**src/rtl/uart_cmd_ctrl_pkg.sv**
```systemverilog
// uart_cmd_ctrl_pkg: shared FSM states, rejection codes and default frame marker
package uart_cmd_ctrl_pkg;
  typedef enum logic [2:0] {S_IDLE, S_ADDR, S_LEN, S_PAYLOAD, S_CSUM, S_COMMIT} state_e;
  localparam logic [1:0] ERR_NONE = 2'd0;
  localparam logic [1:0] ERR_LEN = 2'd1;
  localparam logic [1:0] ERR_CSUM = 2'd2;
  localparam logic [1:0] ERR_TIMEOUT = 2'd3;
  localparam logic [7:0] SYNC_DEFAULT = 8'hA5;
endpackage

```
**src/rtl/cmd_payload_buf.sv**
```systemverilog
// cmd_payload_buf: payload byte store, one write and one asynchronous read port
module cmd_payload_buf #(
  parameter int DEPTH = 16,
  parameter int AW = 4
) (
  input  logic          clk_i,
  input  logic          we_i,
  input  logic [AW-1:0] waddr_i,
  input  logic [7:0]    wdata_i,
  input  logic [AW-1:0] raddr_i,
  output logic [7:0]    rdata_o
);
  logic [7:0] mem_q [DEPTH];
  always_ff @(posedge clk_i) if (we_i) mem_q[waddr_i] <= wdata_i;
  assign rdata_o = mem_q[raddr_i];
endmodule

```
**src/rtl/uart_cmd_ctrl.sv**
```systemverilog
// uart_cmd_ctrl: parses checksummed write frames from the UART and commits them to a register port
module uart_cmd_ctrl
  import uart_cmd_ctrl_pkg::*;
#(
  parameter int         MAX_LEN = 16,
  parameter logic [7:0] SYNC_BYTE = SYNC_DEFAULT,
  parameter int         TIMEOUT_CYC = 104166
) (
  input  logic       CLK,
  input  logic       RST,
  input  logic       RX_VALID,
  input  logic [7:0] RX_DATA,
  output logic       WR_EN,
  output logic [7:0] WR_ADDR,
  output logic [7:0] WR_DATA,
  input  logic       WR_READY,
  output logic       CMD_OK,
  output logic       CMD_ERR,
  output logic [1:0] ERR_CODE,
  output logic       BUSY,
  output logic       DROP
);
  localparam int LW = $clog2(MAX_LEN + 1);
  localparam int AW = $clog2(MAX_LEN);
  localparam int TW = $clog2(TIMEOUT_CYC);
  state_e         state_q, state_d;
  logic [7:0]     base_q, base_d, sum_q, sum_d, buf_rd;
  logic [LW-1:0]  len_q, len_d, idx_q, idx_d;
  logic [TW-1:0]  cnt_q, cnt_d;
  logic           ok_q, ok_d, err_q, err_d, drop_q, drop_d, buf_we, in_frame, timeout;
  logic [1:0]     code_q, code_d;
  cmd_payload_buf #(.DEPTH(MAX_LEN), .AW(AW)) u_buf (
    .clk_i  (CLK),
    .we_i   (buf_we),
    .waddr_i(idx_q[AW-1:0]),
    .wdata_i(RX_DATA),
    .raddr_i(idx_q[AW-1:0]),
    .rdata_o(buf_rd)
  );
  always_comb begin
    state_d = state_q;
    base_d = base_q;
    len_d = len_q;
    idx_d = idx_q;
    sum_d = sum_q;
    cnt_d = '0;
    ok_d = 1'b0;
    err_d = 1'b0;
    code_d = code_q;
    drop_d = 1'b0;
    buf_we = 1'b0;
    in_frame = state_q inside {S_ADDR, S_LEN, S_PAYLOAD, S_CSUM};
    timeout = !RX_VALID && cnt_q == TW'(TIMEOUT_CYC - 1);
    case (state_q)
      S_IDLE: if (RX_VALID && RX_DATA == SYNC_BYTE) state_d = S_ADDR;
      S_ADDR: if (RX_VALID) begin
        base_d = RX_DATA;
        sum_d = RX_DATA;
        state_d = S_LEN;
      end
      S_LEN: if (RX_VALID) begin
        if (RX_DATA == 8'd0 || RX_DATA > 8'(MAX_LEN)) begin
          err_d = 1'b1;
          code_d = ERR_LEN;
          state_d = S_IDLE;
        end else begin
          len_d = RX_DATA[LW-1:0];
          sum_d = sum_q + RX_DATA;
          idx_d = '0;
          state_d = S_PAYLOAD;
        end
      end
      S_PAYLOAD: if (RX_VALID) begin
        buf_we = 1'b1;
        sum_d = sum_q + RX_DATA;
        idx_d = idx_q + 1'b1;
        if (idx_d == len_q) state_d = S_CSUM;
      end
      S_CSUM: if (RX_VALID) begin
        if (8'(sum_q + RX_DATA) == 8'h00) begin
          idx_d = '0;
          state_d = S_COMMIT;
        end else begin
          err_d = 1'b1;
          code_d = ERR_CSUM;
          state_d = S_IDLE;
        end
      end
      S_COMMIT: begin
        drop_d = RX_VALID;
        if (WR_READY) begin
          idx_d = idx_q + 1'b1;
          if (idx_d == len_q) begin
            ok_d = 1'b1;
            state_d = S_IDLE;
          end
        end
      end
      default: state_d = S_IDLE;
    endcase
    // a byte arriving on the expiry cycle wins, and expiry returns the counter to 0
    if (in_frame) begin
      cnt_d = (RX_VALID || timeout) ? '0 : cnt_q + 1'b1;
      if (timeout) begin
        err_d = 1'b1;
        code_d = ERR_TIMEOUT;
        state_d = S_IDLE;
      end
    end
  end
  always_ff @(posedge CLK) begin
    if (RST) begin
      state_q <= S_IDLE;
      base_q <= '0;
      len_q <= '0;
      idx_q <= '0;
      sum_q <= '0;
      cnt_q <= '0;
      ok_q <= 1'b0;
      err_q <= 1'b0;
      code_q <= ERR_NONE;
      drop_q <= 1'b0;
    end else begin
      state_q <= state_d;
      base_q <= base_d;
      len_q <= len_d;
      idx_q <= idx_d;
      sum_q <= sum_d;
      cnt_q <= cnt_d;
      ok_q <= ok_d;
      err_q <= err_d;
      code_q <= code_d;
      drop_q <= drop_d;
    end
  end
  assign WR_EN = state_q == S_COMMIT;
  assign WR_ADDR = WR_EN ? base_q + 8'(idx_q) : 8'h00;
  assign WR_DATA = WR_EN ? buf_rd : 8'h00;
  assign CMD_OK = ok_q;
  assign CMD_ERR = err_q;
  assign ERR_CODE = code_q;
  assign BUSY = state_q != S_IDLE;
  assign DROP = drop_q;
endmodule

```
**config.mk**
```make
export PLATFORM = sky130hd
export DESIGN_NAME = uart_cmd_ctrl
export DESIGN_NICKNAME = d
export VERILOG_FILES = /design/src/rtl/uart_cmd_ctrl_pkg.sv /design/src/rtl/cmd_payload_buf.sv /design/src/rtl/uart_cmd_ctrl.sv
export SDC_FILE = /design/constraint.sdc
export NUM_CORES = 1
export LEC_CHECK = 0
export ABC_AREA = 1
export CAP_MARGIN = 20
export CORE_UTILIZATION = 50
export DETAILED_ROUTE_END_ITERATION = 10
export PLACE_DENSITY = 0.68
export SETUP_SLACK_MARGIN = 0.15
export SLEW_MARGIN = 10
export SYNTH_ARGS = -nofsm -noshare
export SYNTH_HDL_FRONTEND = slang
export SYNTH_HIERARCHICAL = 1
export SYNTH_SLANG_ARGS = --single-unit
```
**constraint.sdc**
```tcl
create_clock -name CLK -period 4.3 [get_ports CLK]
set_input_delay 1.075 -clock CLK [delete_from_list [all_inputs] [get_ports CLK]]
set_output_delay 1.075 -clock CLK [all_outputs]
set_load 0.01 [all_outputs]
```
# --- After elaboration in Yosys (flattened, before gate mapping) ---
# Memory sizes are Yosys's and may differ from the RTL's. A register that Yosys moved wholly into a read port is not among the register bits.
# Index checks and enable logic that the tools add are counted.
totals:
  register_bits: 51
  latchBits: 0
  ramBits: 128
  mem_bits_ro: 0
  input_bits: 12
  out_inout_bits: 23
  wordCells: 102
  n_memories: 1
mem_list:
  columns: ["memory", "depth", "word_bits", "read_ports", "rd_ports_with_merged_regs", "write_ports", "line_no", "text"]
  rows:
  - ["u_buf.mem_q", 16, 8, 1, 1, 1, "cmd_payload_buf.sv:13", "logic [7:0] mem_q [DEPTH];"]
classes:
  addsub: 4
  n_mul: 0
  n_div: 0
  magnitude_cmp: 1
  eq_ne: 15
  n_shift: 0
  mux: 48
  bitwise_logic: 4
  reduce_logical: 19
op_table:
  columns: ["cell", "count"]
  rows:
  - ["$mux W8", 6]
  - ["$mux W3", 11]
  - ["$mux W5", 6]
  - ["$pmux W8 S3", 1]
  - ["$pmux W5 S4", 1]
  - ["$pmux W3 S6", 1]
  - ["$add A17 B1 Y17 const B", 1]
  - ["$eq A17 B17 Y1 const B", 1]
  - ["$logic_not A8 Y1", 2]
  - ["$mux W2", 7]
  - ["$mux W1", 11]
  - ["$ne A2 B2 Y1 const B", 5]
  - ["$add A8 B5 Y8", 1]
  - ["$add A8 B8 Y8", 1]
  - ["$eq A8 B8 Y1 const B", 1]
  - ["$gt A8 B5 Y1 const B", 1]
  - ["$mux W4", 2]
  - ["$reduce_bool A4 Y1", 2]
  - ["$reduce_and A7 Y1", 1]
  - ["$eq A3 B2 Y1 const B", 2]
  - ["$eq A3 B3 Y1 const B", 2]
  - ["$reduce_bool A3 Y1", 2]
  - ["$reduce_or A3 Y1", 2]
  - ["$add A5 B1 Y5 const B", 1]
  - ["14 further kinds", 20]

# --- Logic depth before layout (Yosys ltp) ---
logic_depth:
  ltp_word: 7
  mapped_depth: 17
  ltp_nobuf: 17

# --- By module ---
# Netlist, hierarchy kept.
by_module_without_submodules:
  columns: ["module", "n_inst", "cells_per_inst", "area_per_inst_um2", "seq_area_each_um2"]
  rows:
  - ["cmd_payload_buf", 1, 543, 5606.6, 3843.7]
  - ["uart_cmd_ctrl", 1, 490, 3296.9, 1021.0]

# --- Worst setup path after synthesis ---
# OpenSTA, ideal clock, no wires.
synth_timing:
  path_type: "register to output"
  from: "register idx_q[2]"
  to: "output WR_ADDR[7]"
  arrival_time_ns: 1.812
  required_time_ns: 3.225
  setup_slack_ns: 1.413
  path_stages_with_launch: 12
  cell_sequence: "dfxtp_1 ha_1 a21oi_1 nand2_1 nand2_1 inv_1 or2_1 a21oi_1 nor2_1 nand2_1 o21ai_1 nor2_1"
synth_between:
  elab_chain_cells: 2
synth_rtl:
  columns: ["item", "line_no", "text"]
  rows:
  - ["start, declared", "uart_cmd_ctrl.sv:28", "logic [LW-1:0] len_q, len_d, idx_q, idx_d;"]
  - ["start signal, assigned", "uart_cmd_ctrl.sv:127", "idx_q <= idx_d;"]
  - ["$add A8 B5 Y8", "uart_cmd_ctrl.sv:137", "assign WR_ADDR = WR_EN ? base_q + 8'(idx_q) : 8'h00;"]
  - ["$mux W8", "uart_cmd_ctrl.sv:137", null]
  - ["end, declared", "uart_cmd_ctrl.sv:14", "output logic [7:0] WR_ADDR,"]
# Every way passes these cells.

# --- Worst setup path in the final report ---
layout_timing:
  from: "register idx_q[0]"
  to: "output WR_ADDR[6]"
# The elaborated chain is that of the path after synthesis.

==> metrics.yaml <==
status: "complete, no violations"
drtAntennaViolNets: 0
ctsRootBufferMaster: "sky130_fd_sc_hd__clkbuf_16"
start_kind: "flip-flop"
power.density_cell_area_mw_per_mm2: 350
timing.final.crit_period_ns: 3.83
worst_ep_required_time_ns: 3.22
cts.repair_timing.setup_buffer_count: 0
total_leakage_power_nw: 4.18
die_width_um: 135
worstMarginPinSlew_ns: 0.756
routabilityCongestion: 0.818
cell_family_with_most_cp_delay: "compound AO/OA/AOI/OAI gates"
worst_path_most_repeated_cell: "sky130_fd_sc_hd__o21ai_0"
nets: 1101
postSynth.topFlopCell: "sky130_fd_sc_hd__edfxtp_1"
critPathBufInv: 1
setup_viol_count_final: 0
finalInstanceArea_mm2: 0.0101
place.detailed.instances: 1276
cts.hold.buffers_added: 0
num_antenna_cells: 0
worstHoldPathType: "flip-flop to flip-flop"
drv_cap: 0
clkLatencyLatePin_ns: 0.44
grt_antenna_before_repair: 0
mappedNetlistArea_mm2: 0.00890
synth_area_leader_cell: "sky130_fd_sc_hd__edfxtp_1"
totalPowerFinal_mw: 3.51
die_area_mm2: 0.0183
cp_data_arrival_time_ns: 2.75
floorplan.core_area_mm2: 0.0174
placement.cell_area_mm2: 0.00946
portBuffers: 34
post_route_clock_skew_ns: 0.0112
first_iter_violations: 570
synth-warning-count: 6
synthDistinctLibCells: 45
clkSlewWorstSetupHoldPaths_ns: 0.07
avgRoutedWirePerCell_um: 16.2
netlist_top_cells_area: "sky130_fd_sc_hd__edfxtp_1, sky130_fd_sc_hd__dfxtp_1, sky130_fd_sc_hd__nand2_1"
rows: 48
timing.critical_path.cells: "ha_1 -> fa_1 -> a31oi_1 -> nor2_1 -> o21ai_0 -> o21ai_0 -> a21oi_1 -> clkdlybuf4s50_1"
rsz0062_at_grt: "false"
maxSlewHeadroom_pct: 49.4
vdd.ir_drop.worst_mv: 0.288
drcViolationCount: 0
share_of_post_route_cells_with_drive_strength_above_1_pct: 7.48
postSynthCellCount: 1033
effective_utilization_at_floorplan_pct: 51.3
async_reset_ff_share_pct: 0
die_y_um: 135
cts_tree: "done"
timing.fmax_ghz: 0.261
cp_slowest_stage_delay_ns: 0.54
critical_path_peak_fanout: 5
grt_max_degree: 71
crit_type: "flip-flop to output pin"
cts_htree_levels: 4
area_growth_syn_to_layout_pct: 12.9
worst_path_max_delay_cell: "sky130_fd_sc_hd__clkdlybuf4s50_1"
dp.final_hpwl_um: 14200
seq_area_frac_synth_pct: 54.6
final_min_period_over_clock_period_pct: 89.0
final-max-slew-violation-count: 0
cts-buffers-inserted: 17
element_type_at_the_critical_path_end: "output pin"
fin_hold_viols: 0
grt_pass1_vias: 6524
gr_overflow_total: 0
grt_first_pass_wirelength_um: 33700
layoutNonFillerInstCount: 1308
final_setup_tns_ns: 0
vias_per_cell: 5.32
track_usage_pct: 24.6
first_pass_iters: 5
cts.sink_count: 179
max-clock-path-buffers: 2
number_of_synthesized_flops_with_an_enable_pin: 128
number_of_nets_produced_by_synthesis: 1064
ys_ff_latch: 179
smallest_hold_slack_ns: 0.470
netlist.area_leader.share_pct: 43.2
dr_total_vias: 6953
postSynthAreaPerCell_um2: 8.62
postRouteWirelength_um: 21200
n_fill_cell: 1595
ctsResizeCount: 0
io_pins: 35
## worst paths after layout
path                          from  slack [ns]  cells past startpoint               endpoint
max          idx_q[0]$_SDFFE_PP0P_        0.47                      8             WR_ADDR[6]
min          len_q[2]$_SDFFE_PP0P_        0.47                      2  len_q[2]$_SDFFE_PP0P_
max reg2reg  idx_q[0]$_SDFFE_PP0P_        1.75                     11  state_q[0]$_SDFF_PP0_
min reg2reg  len_q[2]$_SDFFE_PP0P_        0.47                      2  len_q[2]$_SDFFE_PP0P_
## state kept, by name, indices dropped and copies added, names as in the netlist
register,cells
CMD_OK,1
len_q,5
u_buf/mem_q,128
CMD_ERR,1
cnt_q,17
sum_q,8
idx_q,5
state_q,3
base_q,8
DROP,1
ERR_CODE,2
## per-layer routing
layer	track usage (%)	up-vias	wire, um
met5	0	-	0
met4	9.68	0	496
met3	4.19	44	1270
met2	40.7	250	10400
met1	32.0	3246	9110
li1	-	3413	-
## cells in the final DEF, fill, tap and decap left out, drive strengths merged, types with 9 or more instances in the layout
cell	n
nand2	247
inv	190
edfxtp	128
nand3	125
nor2	106
dfxtp	51
a21oi	38
o21ai	35
clkdlybuf4s50	34
ha	17
clkbuf	17
buf	17
nor3	14
nand4	10
xor2	9
## power by group
part           switching [mW]  internal [mW]  total, mW
logic                  0.0644         0.0266     0.0910
registers            0.000258           1.84       1.84
clock network           0.706          0.875       1.58
## cell type report
cell class / count / area (um2) / share of cell area (%)
inverters: 185 / 696 / 6.92
repair buffers: 51 / 480 / 4.78
multi-input cells: 636 / 3140 / 31.2
well taps: 225 / 282 / 2.80
clock inverters: 15 / 170 / 1.69
clock buffers: 17 / 425 / 4.23
flip-flops and latches: 179 / 4870 / 48.4
## cells in the mapped netlist, types with 5 or more instances
cell and count:
sky130_fd_sc_hd__nand2_1 244, sky130_fd_sc_hd__inv_1 174, sky130_fd_sc_hd__edfxtp_1 128, sky130_fd_sc_hd__nand3_1 119
sky130_fd_sc_hd__nor2_1 99, sky130_fd_sc_hd__dfxtp_1 51, sky130_fd_sc_hd__a21oi_1 37, sky130_fd_sc_hd__o21ai_0 24
sky130_fd_sc_hd__ha_1 17, sky130_fd_sc_hd__buf_2 15, sky130_fd_sc_hd__nor3_1 11, sky130_fd_sc_hd__o21ai_1 11
sky130_fd_sc_hd__nand4_1 10, sky130_fd_sc_hd__xor2_1 9, sky130_fd_sc_hd__inv_2 8, sky130_fd_sc_hd__buf_6 6
sky130_fd_sc_hd__nand3_2 6, sky130_fd_sc_hd__xnor2_1 6, sky130_fd_sc_hd__buf_4 5, sky130_fd_sc_hd__clkbuf_1 5
sky130_fd_sc_hd__nor2_2 5
## worst reg2reg max path: cells and delay by family (launching register included)
| kind | cells | cell delay [ns] |
|---|---|---|
| buffers and inverters | 1 | 0.62 |
| adders and majority gates | 1 | 0.38 |
| AOI/OAI and AO/OA | 1 | 0.07 |
| xor gates and xnor gates | 1 | 0.15 |
| and+or+nand+nor | 7 | 0.84 |
| DFF | 1 | 0.39 |
## through the flow
step           utilization (%)  worst slack, ns
2_1_floorplan                -             1.41
3_3_place_gp              54.5            0.822
3_5_place_dp              54.5            0.817
4_1_cts                   57.9            0.441
5_1_grt                   57.9            0.277
6_report                  57.9            0.474
## cells by family (layout without fill, tap and decap cells)
logic type	Yosys count	after routing	synth area share, %
AO/OA/AOI/OAI	86	86	5.20
XOR/XNOR	15	15	1.48
adder cells (fa/ha/maj)	19	19	2.84
buffers and inverters	218	268	10.1
flip-flops	179	179	54.6
AND/OR/NAND/NOR	516	516	25.7
Power figures use the tool's default switching activity.
